File: src/rtl/slow_pkg.sv
// Shared constants for the slow-mode timer: state encoding, hold encoding, defaults.
package slow_pkg;

  localparam int unsigned PRESCALE_DEFAULT = 1024;
  localparam int unsigned STATE_W          = 2;
  localparam int unsigned COUNT_W          = 4;
  localparam int unsigned NUM_PERIPH       = 6;

  // FSM encoding; 2'b11 is unused and falls back to IDLE
  localparam logic [STATE_W-1:0] ST_IDLE   = 2'b00;
  localparam logic [STATE_W-1:0] ST_ACTIVE = 2'b01;
  localparam logic [STATE_W-1:0] ST_HOLD   = 2'b10;

  // Hold length value meaning "hold until retrigger or reset"
  localparam logic [COUNT_W-1:0] TIMEOUT_INF = 4'hF;

  // Access hits a peripheral whose slow enable is set
  function automatic logic slow_hit(input logic [NUM_PERIPH-1:0] sel,
                                    input logic [NUM_PERIPH-1:0] en);
    return |(sel & en);
  endfunction

endpackage

File: src/rtl/slow_timer_if.sv
// Bus-side signal bundle of the slow-mode timer: access/decode/config in, requests out.
interface slow_timer_if;
  import slow_pkg::*;

  logic               BACT;
  logic               SelIACK, SelVIA, SelIWM, SelSCC, SelSCSI, SelSnd;
  logic               SlowIACK, SlowVIA, SlowIWM, SlowSCC, SlowSCSI, SlowSnd;
  logic               SlowClockGate;
  logic [COUNT_W-1:0] SlowTimeout;
  logic               Slow;
  logic               SlowClkGate;

  // Bus/config side drives the access and configuration, observes the requests
  modport master (
    output BACT,
    output SelIACK, SelVIA, SelIWM, SelSCC, SelSCSI, SelSnd,
    output SlowIACK, SlowVIA, SlowIWM, SlowSCC, SlowSCSI, SlowSnd,
    output SlowClockGate, SlowTimeout,
    input  Slow, SlowClkGate
  );

  // Timer side
  modport slave (
    input  BACT,
    input  SelIACK, SelVIA, SelIWM, SelSCC, SelSCSI, SelSnd,
    input  SlowIACK, SlowVIA, SlowIWM, SlowSCC, SlowSCSI, SlowSnd,
    input  SlowClockGate, SlowTimeout,
    output Slow, SlowClkGate
  );

endinterface

File: src/rtl/slow_tick.sv
// Hold-tick prescaler: one-cycle tick every PRESCALE cycles while clr is low.
module slow_tick
  import slow_pkg::*;
#(
  parameter int unsigned PRESCALE = PRESCALE_DEFAULT
) (
  input  logic clk,
  input  logic rst_n,
  input  logic clr,
  output logic tick
);

  localparam int unsigned CNT_W = (PRESCALE > 1) ? $clog2(PRESCALE) : 1;

  logic [CNT_W-1:0] cnt;

  // Free-running divider; tick is registered so it is high exactly while cnt == PRESCALE-1
  always_ff @(posedge clk or negedge rst_n) begin
    if (!rst_n) begin
      cnt  <= '0;
      tick <= 1'b0;
    end else if (clr) begin
      cnt  <= '0;
      tick <= 1'b0;
    end else begin
      if (cnt == CNT_W'(PRESCALE - 1)) cnt <= '0;
      else                             cnt <= cnt + CNT_W'(1);
      tick <= (cnt == CNT_W'(PRESCALE - 2));
    end
  end

endmodule

File: src/rtl/slow_timer.sv
// Forces slow mode on accesses to slow-enabled peripherals and holds it for a
// programmable number of prescaled ticks after the access ends.
module slow_timer
  import slow_pkg::*;
#(
  parameter int unsigned PRESCALE = PRESCALE_DEFAULT
) (
  input  logic CLK,
  input  logic nPOR,
  slow_timer_if.slave bus
);

  logic [STATE_W-1:0] state, state_d;
  logic [COUNT_W-1:0] count, count_d;
  logic               slow, slow_d;
  logic               clk_gate, clk_gate_d;
  logic               hit_c;
  logic               tick;
  logic               tick_clr_c;

  assign hit_c = bus.BACT && slow_hit(
                   {bus.SelSnd,  bus.SelSCSI,  bus.SelSCC,  bus.SelIWM,  bus.SelVIA,  bus.SelIACK},
                   {bus.SlowSnd, bus.SlowSCSI, bus.SlowSCC, bus.SlowIWM, bus.SlowVIA, bus.SlowIACK});

  // Prescaler runs only in HOLD and restarts from zero on every HOLD entry
  assign tick_clr_c = (state != ST_HOLD);

  slow_tick #(.PRESCALE(PRESCALE)) u_tick (
    .clk   (CLK),
    .rst_n (nPOR),
    .clr   (tick_clr_c),
    .tick  (tick)
  );

  // Next-state, hold count and request outputs
  always_comb begin
    state_d = state;
    count_d = count;
    case (state)
      ST_IDLE: begin
        if (hit_c) state_d = ST_ACTIVE;
      end
      ST_ACTIVE: begin
        if (!bus.BACT) begin
          if (bus.SlowTimeout == '0) begin
            state_d = ST_IDLE;
          end else begin
            state_d = ST_HOLD;
            count_d = bus.SlowTimeout;
          end
        end
      end
      ST_HOLD: begin
        if (hit_c) begin
          state_d = ST_ACTIVE;
        end else if (tick && (count != TIMEOUT_INF)) begin
          if (count == COUNT_W'(1)) begin
            state_d = ST_IDLE;
            count_d = '0;
          end else begin
            count_d = count - COUNT_W'(1);
          end
        end
      end
      default: begin
        state_d = ST_IDLE;
        count_d = '0;
      end
    endcase
    slow_d     = (state_d != ST_IDLE);
    clk_gate_d = slow_d && bus.SlowClockGate;
  end

  // State and registered request outputs
  always_ff @(posedge CLK or negedge nPOR) begin
    if (!nPOR) begin
      state    <= ST_IDLE;
      count    <= '0;
      slow     <= 1'b0;
      clk_gate <= 1'b0;
    end else begin
      state    <= state_d;
      count    <= count_d;
      slow     <= slow_d;
      clk_gate <= clk_gate_d;
    end
  end

  assign bus.Slow        = slow;
  assign bus.SlowClkGate = clk_gate;

endmodule

File: src/flat_wrapper.sv
// flat-port wrapper written by rule: the top's interface ports become plain ports
module slow_timer_flat import slow_pkg::*;
#(
  parameter int unsigned PRESCALE = PRESCALE_DEFAULT
)
  (CLK, nPOR, bus_BACT, bus_SelIACK, bus_SelVIA, bus_SelIWM, bus_SelSCC, bus_SelSCSI, bus_SelSnd, bus_SlowIACK, bus_SlowVIA, bus_SlowIWM, bus_SlowSCC, bus_SlowSCSI, bus_SlowSnd, bus_SlowClockGate, bus_SlowTimeout, bus_Slow, bus_SlowClkGate);
  slow_timer_if bus_i ();
  input  logic CLK;
  input  logic nPOR;
  input wire logic [$bits(bus_i.BACT)-1:0] bus_BACT;
  input wire logic [$bits(bus_i.SelIACK)-1:0] bus_SelIACK;
  input wire logic [$bits(bus_i.SelVIA)-1:0] bus_SelVIA;
  input wire logic [$bits(bus_i.SelIWM)-1:0] bus_SelIWM;
  input wire logic [$bits(bus_i.SelSCC)-1:0] bus_SelSCC;
  input wire logic [$bits(bus_i.SelSCSI)-1:0] bus_SelSCSI;
  input wire logic [$bits(bus_i.SelSnd)-1:0] bus_SelSnd;
  input wire logic [$bits(bus_i.SlowIACK)-1:0] bus_SlowIACK;
  input wire logic [$bits(bus_i.SlowVIA)-1:0] bus_SlowVIA;
  input wire logic [$bits(bus_i.SlowIWM)-1:0] bus_SlowIWM;
  input wire logic [$bits(bus_i.SlowSCC)-1:0] bus_SlowSCC;
  input wire logic [$bits(bus_i.SlowSCSI)-1:0] bus_SlowSCSI;
  input wire logic [$bits(bus_i.SlowSnd)-1:0] bus_SlowSnd;
  input wire logic [$bits(bus_i.SlowClockGate)-1:0] bus_SlowClockGate;
  input wire logic [$bits(bus_i.SlowTimeout)-1:0] bus_SlowTimeout;
  output wire logic [$bits(bus_i.Slow)-1:0] bus_Slow;
  output wire logic [$bits(bus_i.SlowClkGate)-1:0] bus_SlowClkGate;
  assign bus_i.BACT = bus_BACT;
  assign bus_i.SelIACK = bus_SelIACK;
  assign bus_i.SelVIA = bus_SelVIA;
  assign bus_i.SelIWM = bus_SelIWM;
  assign bus_i.SelSCC = bus_SelSCC;
  assign bus_i.SelSCSI = bus_SelSCSI;
  assign bus_i.SelSnd = bus_SelSnd;
  assign bus_i.SlowIACK = bus_SlowIACK;
  assign bus_i.SlowVIA = bus_SlowVIA;
  assign bus_i.SlowIWM = bus_SlowIWM;
  assign bus_i.SlowSCC = bus_SlowSCC;
  assign bus_i.SlowSCSI = bus_SlowSCSI;
  assign bus_i.SlowSnd = bus_SlowSnd;
  assign bus_i.SlowClockGate = bus_SlowClockGate;
  assign bus_i.SlowTimeout = bus_SlowTimeout;
  assign bus_Slow = bus_i.Slow;
  assign bus_SlowClkGate = bus_i.SlowClkGate;
  slow_timer #(.PRESCALE(PRESCALE)) u_core (.CLK(CLK), .nPOR(nPOR), .bus(bus_i));
endmodule
File: config.mk
export PLATFORM = sky130hd
export DESIGN_NAME = slow_timer_flat
export DESIGN_NICKNAME = d
export VERILOG_FILES = /design/src/rtl/slow_pkg.sv /design/src/rtl/slow_timer_if.sv /design/src/rtl/slow_tick.sv /design/src/rtl/slow_timer.sv /design/src/flat_wrapper.sv
export SDC_FILE = /design/constraint.sdc
export NUM_CORES = 1
export LEC_CHECK = 0
export ABC_AREA = 0
export CAP_MARGIN = 10
export CORE_ASPECT_RATIO = 0.8
export CORE_MARGIN = 3
export CORE_UTILIZATION = 35
export DETAILED_ROUTE_END_ITERATION = 8
export SKIP_CTS_REPAIR_TIMING = 1
export SLEW_MARGIN = 30
export SYNTH_ARGS = -nofsm -noshare
export SYNTH_HDL_FRONTEND = slang
export SYNTH_SLANG_ARGS = --single-unit
File: constraint.sdc
create_clock -name CLK -period 1.7 [get_ports CLK]
set_input_delay 0.255 -clock CLK [delete_from_list [all_inputs] [get_ports CLK]]
set_output_delay 0.255 -clock CLK [all_outputs]
set_load 0.005 [all_outputs]
# Yosys cells after proc, flatten, opt, wreduce, memory -nomap -nowiden
# Index checks and enable logic that the tools add are counted.
# op_classes
n_reduce_logical	8
add_sub_neg	2
mux	16
bitwise	2
n_eq_ne	11
# op_table
op	n
$eq A10 B10 Y1 const B	2
$mux W10	2
$mux W4	5
$mux W2	6
$pmux W4 S3	1
$add A10 B1 Y10 const B	1
$ne A2 B2 Y1 const B	4
$and A6 B6 Y6	1
$pmux W2 S3	1
$reduce_or A6 Y1	1
$reduce_and A5 Y1	1
$eq A4 B1 Y1 const B	1
$logic_not A4 Y1	1
$ne A4 B4 Y1 const B	1
$sub A4 B1 Y4 const B	1
$logic_and A1 B1 Y1	3
$eq A2 B1 Y1 const B	1
$eq A2 B2 Y1 const B	1
$logic_not A2 Y1	1
$ne A2 B1 Y1 const B	1
$reduce_bool A2 Y1	1
$mux W1	1
$not A1 Y1	1
# word_totals
out_inout_bits	2
register_bits	19

# Longest topological paths before layout
# depth
depth_word	7
mapped_depth	8

# Modules after synthesis
# From an unflattened synthesis, not the netlist that was laid out.
# hier_totals
cells_unflattened	127
area_unflattened_um2	1193.6
# modules_own_cells
module	cells_per_inst	seq_area_each_um2	area_each_um2	instances
slow_timer	73	200.2	656.9	1
slow_tick	54	275.3	536.8	1

# Worst setup path after synthesis
# No wires, ideal clock.
# synth_path
path_kind	reg-to-reg
start	register u_core.state[0]
end	register u_core.count[3]
stages_incl_launch_ff	7
synth_period_minus_slack_ns	1.704
setup_time_ns	0.125
n_path_buf	0
arrival_ns	1.579
slack_ns	-0.004
path_cell_list	dfrtp_1 -> inv_1 -> ha_1 -> or2b_2 -> and3_2 -> o2111ai_4 -> mux2_4
# synth_via
elab_chain_len	3
elab_cells_between_ends	10
cone_classes	eq/ne (6); mux (1); bitwise (1); reduce/logical (2)
# synth_rtl
element	line	source
start: declaration	slow_timer.sv:13	logic [STATE_W-1:0] state, state_d;
start signal: assignment	slow_timer.sv:82	state <= state_d;
$eq A2 B2 Y1, or another cell as far along	slow_timer.sv:39	case (state)
$ne A2 B2 Y1 (no line), or another cell as far along	--	
$reduce_and A5 Y1 (no line)	--	
end signal: assignment	slow_timer.sv:83	count <= count_d;
end: declaration	slow_timer.sv:14	logic [COUNT_W-1:0] count, count_d;
# Parallel ways exist; a longest one is shown, timed or not.
# A chain may end at the register's enable or synchronous reset.

# Worst setup path in the final report
# layout_path
start	register u_core.state[1]
end	register u_core.count[3]
# The elaborated chain is that of the path after synthesis.

==> impl_metrics.xml <==
<?xml version="1.0" encoding="UTF-8"?>
<metrics>
  <group name="outcome">
    <metric name="run_status" unit="">complete, no violations</metric>
  </group>
  <group name="global_route">
    <metric name="grt_first_pass_wirelength" unit="mm">5.13</metric>
    <metric name="grt.met2_usage" unit="%">24.0</metric>
    <metric name="pin_count_of_the_biggest_net_entering_global_routing" unit="">20</metric>
    <metric name="grt.busiest_layer" unit="">met2</metric>
    <metric name="grt_antenna_before_repair" unit="">0</metric>
    <metric name="vias_in_the_first_global_route" unit="">1149</metric>
    <metric name="groute.usage.overall" unit="%">15.2</metric>
    <metric name="grt.met1_usage" unit="%">21.0</metric>
    <metric name="gr-total-overflow" unit="">0</metric>
    <metric name="grt.met3_usage" unit="%">3.53</metric>
  </group>
  <group name="floorplan">
    <metric name="design.portCount" unit="">22</metric>
    <metric name="die_x" unit="µm">73.5</metric>
    <metric name="start_util" unit="%">38.8</metric>
    <metric name="die_area" unit="mm²">0.00441</metric>
    <metric name="die_y" unit="µm">60.0</metric>
    <metric name="cell_rows" unit="">18</metric>
    <metric name="placeableCoreArea" unit="mm²">0.00329</metric>
  </group>
  <group name="synthesis">
    <metric name="yosys.area_share.simple" unit="%">21.9</metric>
    <metric name="synth-adder-area-share" unit="%">8.83</metric>
    <metric name="synth_top_family_by_area" unit="">simple AND/OR/NAND/NOR gates</metric>
    <metric name="share_of_the_yosys_chip_area_belonging_to_registers" unit="%">37.3</metric>
    <metric name="count_of_flip_flops_with_a_built_in_enable_after_synthesis" unit="">0</metric>
    <metric name="synth_xor_xnor_area_share" unit="%">4.81</metric>
    <metric name="synth.cell_area" unit="mm²">0.00127</metric>
    <metric name="synth_warnings" unit="">0</metric>
    <metric name="synth_mux_area_share" unit="%">2.75</metric>
    <metric name="dominantRegCellSynth" unit="">sky130_fd_sc_hd__dfrtp_1</metric>
    <metric name="synth.distinct_cells" unit="">41</metric>
    <metric name="synthesis.instances" unit="">138</metric>
    <metric name="synth_compound_gate_area_share" unit="%">20.2</metric>
    <metric name="synthesis.area_per_instance" unit="µm²">9.24</metric>
    <metric name="yosys_register_bits" unit="">19</metric>
    <metric name="async_set_reset_flop_share_out_of_synthesis" unit="%">100</metric>
    <metric name="net_count_after_synthesis" unit="">167</metric>
  </group>
  <group name="sta">
    <metric name="hold_ws" unit="ns">0.327</metric>
    <metric name="timing.final.max_slew_violations" unit="">0</metric>
    <metric name="totalNegativeSetupSlack" unit="ns">0</metric>
    <metric name="timing.final.crit_period" unit="ns">1.67</metric>
    <metric name="max-slew-margin-rel" unit="%">69.7</metric>
    <metric name="final.setup.worst_slack" unit="ns">0.0327</metric>
    <metric name="worst-slew-pin-transition" unit="ns">0.448</metric>
    <metric name="max_freq" unit="MHz">600</metric>
    <metric name="final_min_period_over_clock_period" unit="%">98.1</metric>
    <metric name="timing.clock.skew" unit="ns">0.00299</metric>
    <metric name="grt_setup_unrepaired" unit="">true</metric>
    <metric name="timing_hold_violations_final" unit="">0</metric>
    <metric name="finalSetupViolations" unit="">0</metric>
  </group>
  <group name="drt">
    <metric name="totalWireLength" unit="mm">3.08</metric>
    <metric name="num_vias" unit="">1197</metric>
    <metric name="drt_pass1_iterations" unit="">6</metric>
    <metric name="iteration_0_drc_markers" unit="">61</metric>
    <metric name="remaining_drcs" unit="">0</metric>
    <metric name="post_drt_via_cell_ratio" unit="">5.32</metric>
    <metric name="final_antenna_net_count" unit="">0</metric>
    <metric name="wl_per_cell" unit="µm">13.7</metric>
  </group>
  <group name="setup_path">
    <metric name="timing.critical_path.max_delay_family" unit="">flip-flops</metric>
    <metric name="worst_path_most_repeated_cell" unit="">sky130_fd_sc_hd__inv_1</metric>
    <metric name="worstPathArrival" unit="ns">1.81</metric>
    <metric name="critical_path_required" unit="ns">1.84</metric>
    <metric name="timing.setup.critical_path_class" unit="">reg -&gt; reg</metric>
    <metric name="timing.critical_path.cells" unit="">inv_1 -&gt; ha_1 -&gt; inv_1 -&gt; and3_4 -&gt; o2111ai_4 -&gt; mux2_4</metric>
    <metric name="crit_path_max_incr_delay" unit="ns">0.41</metric>
    <metric name="critical_path.n_buffers_inverters" unit="">2</metric>
    <metric name="critPathSlowestCell" unit="">sky130_fd_sc_hd__dfrtp_1</metric>
    <metric name="startpoint_type" unit="">flip-flop</metric>
    <metric name="worst_setup_path_end_kind" unit="">flip-flop</metric>
    <metric name="crit_path_max_fanout" unit="">5</metric>
  </group>
  <group name="pwr">
    <metric name="p_leak" unit="µW">0.000745</metric>
    <metric name="report.power.total" unit="µW">2230</metric>
    <metric name="vdd_drop_max" unit="mV">0.544</metric>
    <metric name="cellPowerDensity" unit="mW/mm²">1240</metric>
  </group>
  <group name="flow_run">
    <metric name="max_cap_viol" unit="">0</metric>
  </group>
  <group name="clock_tree">
    <metric name="clkSinkCount" unit="">19</metric>
    <metric name="tritoncts_buffer_count" unit="">3</metric>
    <metric name="clockBufferDepth" unit="">2</metric>
    <metric name="cts_root_buffer" unit="">sky130_fd_sc_hd__clkbuf_8</metric>
    <metric name="clock_latency" unit="ns">0.25</metric>
    <metric name="tritoncts" unit="">done</metric>
    <metric name="worst_setup_hold_path_clk_slew" unit="ns">0.07</metric>
    <metric name="cts_max_level" unit="">1</metric>
  </group>
  <group name="place">
    <metric name="numPortBuffers" unit="">21</metric>
    <metric name="routability_congestion" unit="">0.828</metric>
    <metric name="place.detailed.hpwl" unit="mm">2.54</metric>
    <metric name="detailedPlace.worstSlack" unit="ns">-0.168</metric>
  </group>
  <group name="final_layout">
    <metric name="area_growth_syn_to_layout" unit="%">41.2</metric>
    <metric name="fraction_of_final_layout_cells_sized_beyond_drive_strength_1" unit="%">23.2</metric>
    <metric name="layout_nets" unit="">215</metric>
    <metric name="num_antenna_cells" unit="">0</metric>
  </group>
  <group name="hold_path">
    <metric name="worst_hold_path_type" unit="">in -&gt; async</metric>
  </group>
</metrics>
cell families (layout without fill, tap and decap cells):
logic type                 count (synthesis)  after routing
xor gates and xnor gates                   7              7
DFF                                       19             19
and+or+nand+nor                           55             55
adders and majority gates                  9              9
buffers and inverters                     13             60
AOI/OAI and AO/OA                         32             32
muxes                                      3              3
placed cells by master (no fill, tap or decap), types with 2 or more instances in the layout:
cell,synthesis,final
sky130_fd_sc_hd__a21oi_1,3,3
sky130_fd_sc_hd__nand3b_1,3,3
sky130_fd_sc_hd__xor2_1,2,2
sky130_fd_sc_hd__a22oi_1,3,3
sky130_fd_sc_hd__clkdlybuf4s50_1,0,21
sky130_fd_sc_hd__a22o_2,2,2
sky130_fd_sc_hd__dfrtp_1,19,19
sky130_fd_sc_hd__nor2b_1,3,3
sky130_fd_sc_hd__xnor2_1,5,5
sky130_fd_sc_hd__buf_4,1,22
sky130_fd_sc_hd__o31ai_1,3,2
sky130_fd_sc_hd__ha_2,0,2
sky130_fd_sc_hd__nand3_1,6,6
sky130_fd_sc_hd__buf_6,0,2
sky130_fd_sc_hd__o211ai_1,3,3
sky130_fd_sc_hd__nor3_1,4,4
sky130_fd_sc_hd__a31oi_1,2,2
sky130_fd_sc_hd__mux2i_1,2,2
sky130_fd_sc_hd__inv_1,11,9
sky130_fd_sc_hd__o21ai_0,7,6
sky130_fd_sc_hd__ha_1,9,7
sky130_fd_sc_hd__nand2_1,14,14
sky130_fd_sc_hd__nor2_1,12,12
sky130_fd_sc_hd__clkbuf_8,0,3
sky130_fd_sc_hd__nand4_1,4,4
per-layer routing:
layer	vias to the layer above	wire length (µm)
li1	597	-
met1	574	1530
met4	0	25
met3	4	111
met2	22	1420
met5	-	0
registers in the layout, summed over array words and instances, names as in the netlist:
register and count:
u_core.bus.SlowClkGate 1, u_core.count 4, u_core.bus.Slow 1, u_core.u_tick.cnt 10
u_core.u_tick.tick 1, u_core.state 2
through the flow:
stage                     cells  utilization [%]  cell area, µm²
after floorplan             138                -            1280
after global placement      217             51.0            1680
after detailed placement    217             51.0            1680
after CTS                   221             52.4            1720
after global routing        225             54.8            1800
final                       225             54.8            1800
cells in the mapped netlist (3+ instances only):
cell type | instances | area share, %
sky130_fd_sc_hd__o31ai_1 | 3 | 1.8
sky130_fd_sc_hd__nor2b_1 | 3 | 1.5
sky130_fd_sc_hd__o211ai_1 | 3 | 1.8
sky130_fd_sc_hd__nor2_1 | 12 | 3.5
sky130_fd_sc_hd__nand4_1 | 4 | 2.0
sky130_fd_sc_hd__a22oi_1 | 3 | 1.8
sky130_fd_sc_hd__xnor2_1 | 5 | 3.4
sky130_fd_sc_hd__a21oi_1 | 3 | 1.2
sky130_fd_sc_hd__nor3_1 | 4 | 1.6
sky130_fd_sc_hd__nand2_1 | 14 | 4.1
sky130_fd_sc_hd__nand3_1 | 6 | 2.4
sky130_fd_sc_hd__ha_1 | 9 | 8.8
sky130_fd_sc_hd__o21ai_0 | 7 | 2.7
sky130_fd_sc_hd__dfrtp_1 | 19 | 37
sky130_fd_sc_hd__inv_1 | 11 | 3.2
sky130_fd_sc_hd__nand3b_1 | 3 | 1.8
final timing paths:
path	from	to	slack [ns]	cells after the start
worst max-delay path	u_core.state[1]$_DFF_PN0_	u_core.count[3]$_DFFE_PN0P_	0.03	6
worst min-delay path	nPOR	u_core.bus.Slow$_DFF_PN0_	0.33	2
worst max register to register	u_core.state[1]$_DFF_PN0_	u_core.count[3]$_DFFE_PN0P_	0.03	6
worst min register to register	u_core.u_tick.cnt[0]$_DFF_PN0_	u_core.u_tick.cnt[0]$_DFF_PN0_	0.51	1
max in group asynchronous	nPOR	u_core.count[1]$_DFFE_PN0P_	1.17	2
min in group CLK	u_core.u_tick.cnt[0]$_DFF_PN0_	u_core.u_tick.cnt[0]$_DFF_PN0_	0.51	1
final cells by class:
| type | instances | area (µm²) |
|---|---|---|
| fill | 297 | 1490 |
| tap | 40 | 50.0 |
| multi-input combinational | 106 | 787 |
| timing repair buffer | 45 | 398 |
| sequential | 19 | 475 |
| clock buffer | 4 | 45.0 |
| inverter | 11 | 45.0 |
worst reg2reg max path, delay by kind of cell, from the launching register on:
kind | cells | cell delay [ns]
AO/OA/AOI/OAI | 1 | 0.12
adder cells (fa/ha/maj) | 1 | 0.24
buffers and inverters | 2 | 0.25
flip-flops | 1 | 0.41
multiplexers | 1 | 0.33
AND/OR/NAND/NOR | 1 | 0.21
report_power, final:
group          total, µW  switching, µW  internal [µW]
logic               1310            630            676
registers            610           64.1            546
clock network        309            143            166
Power figures use the tool's default switching activity.
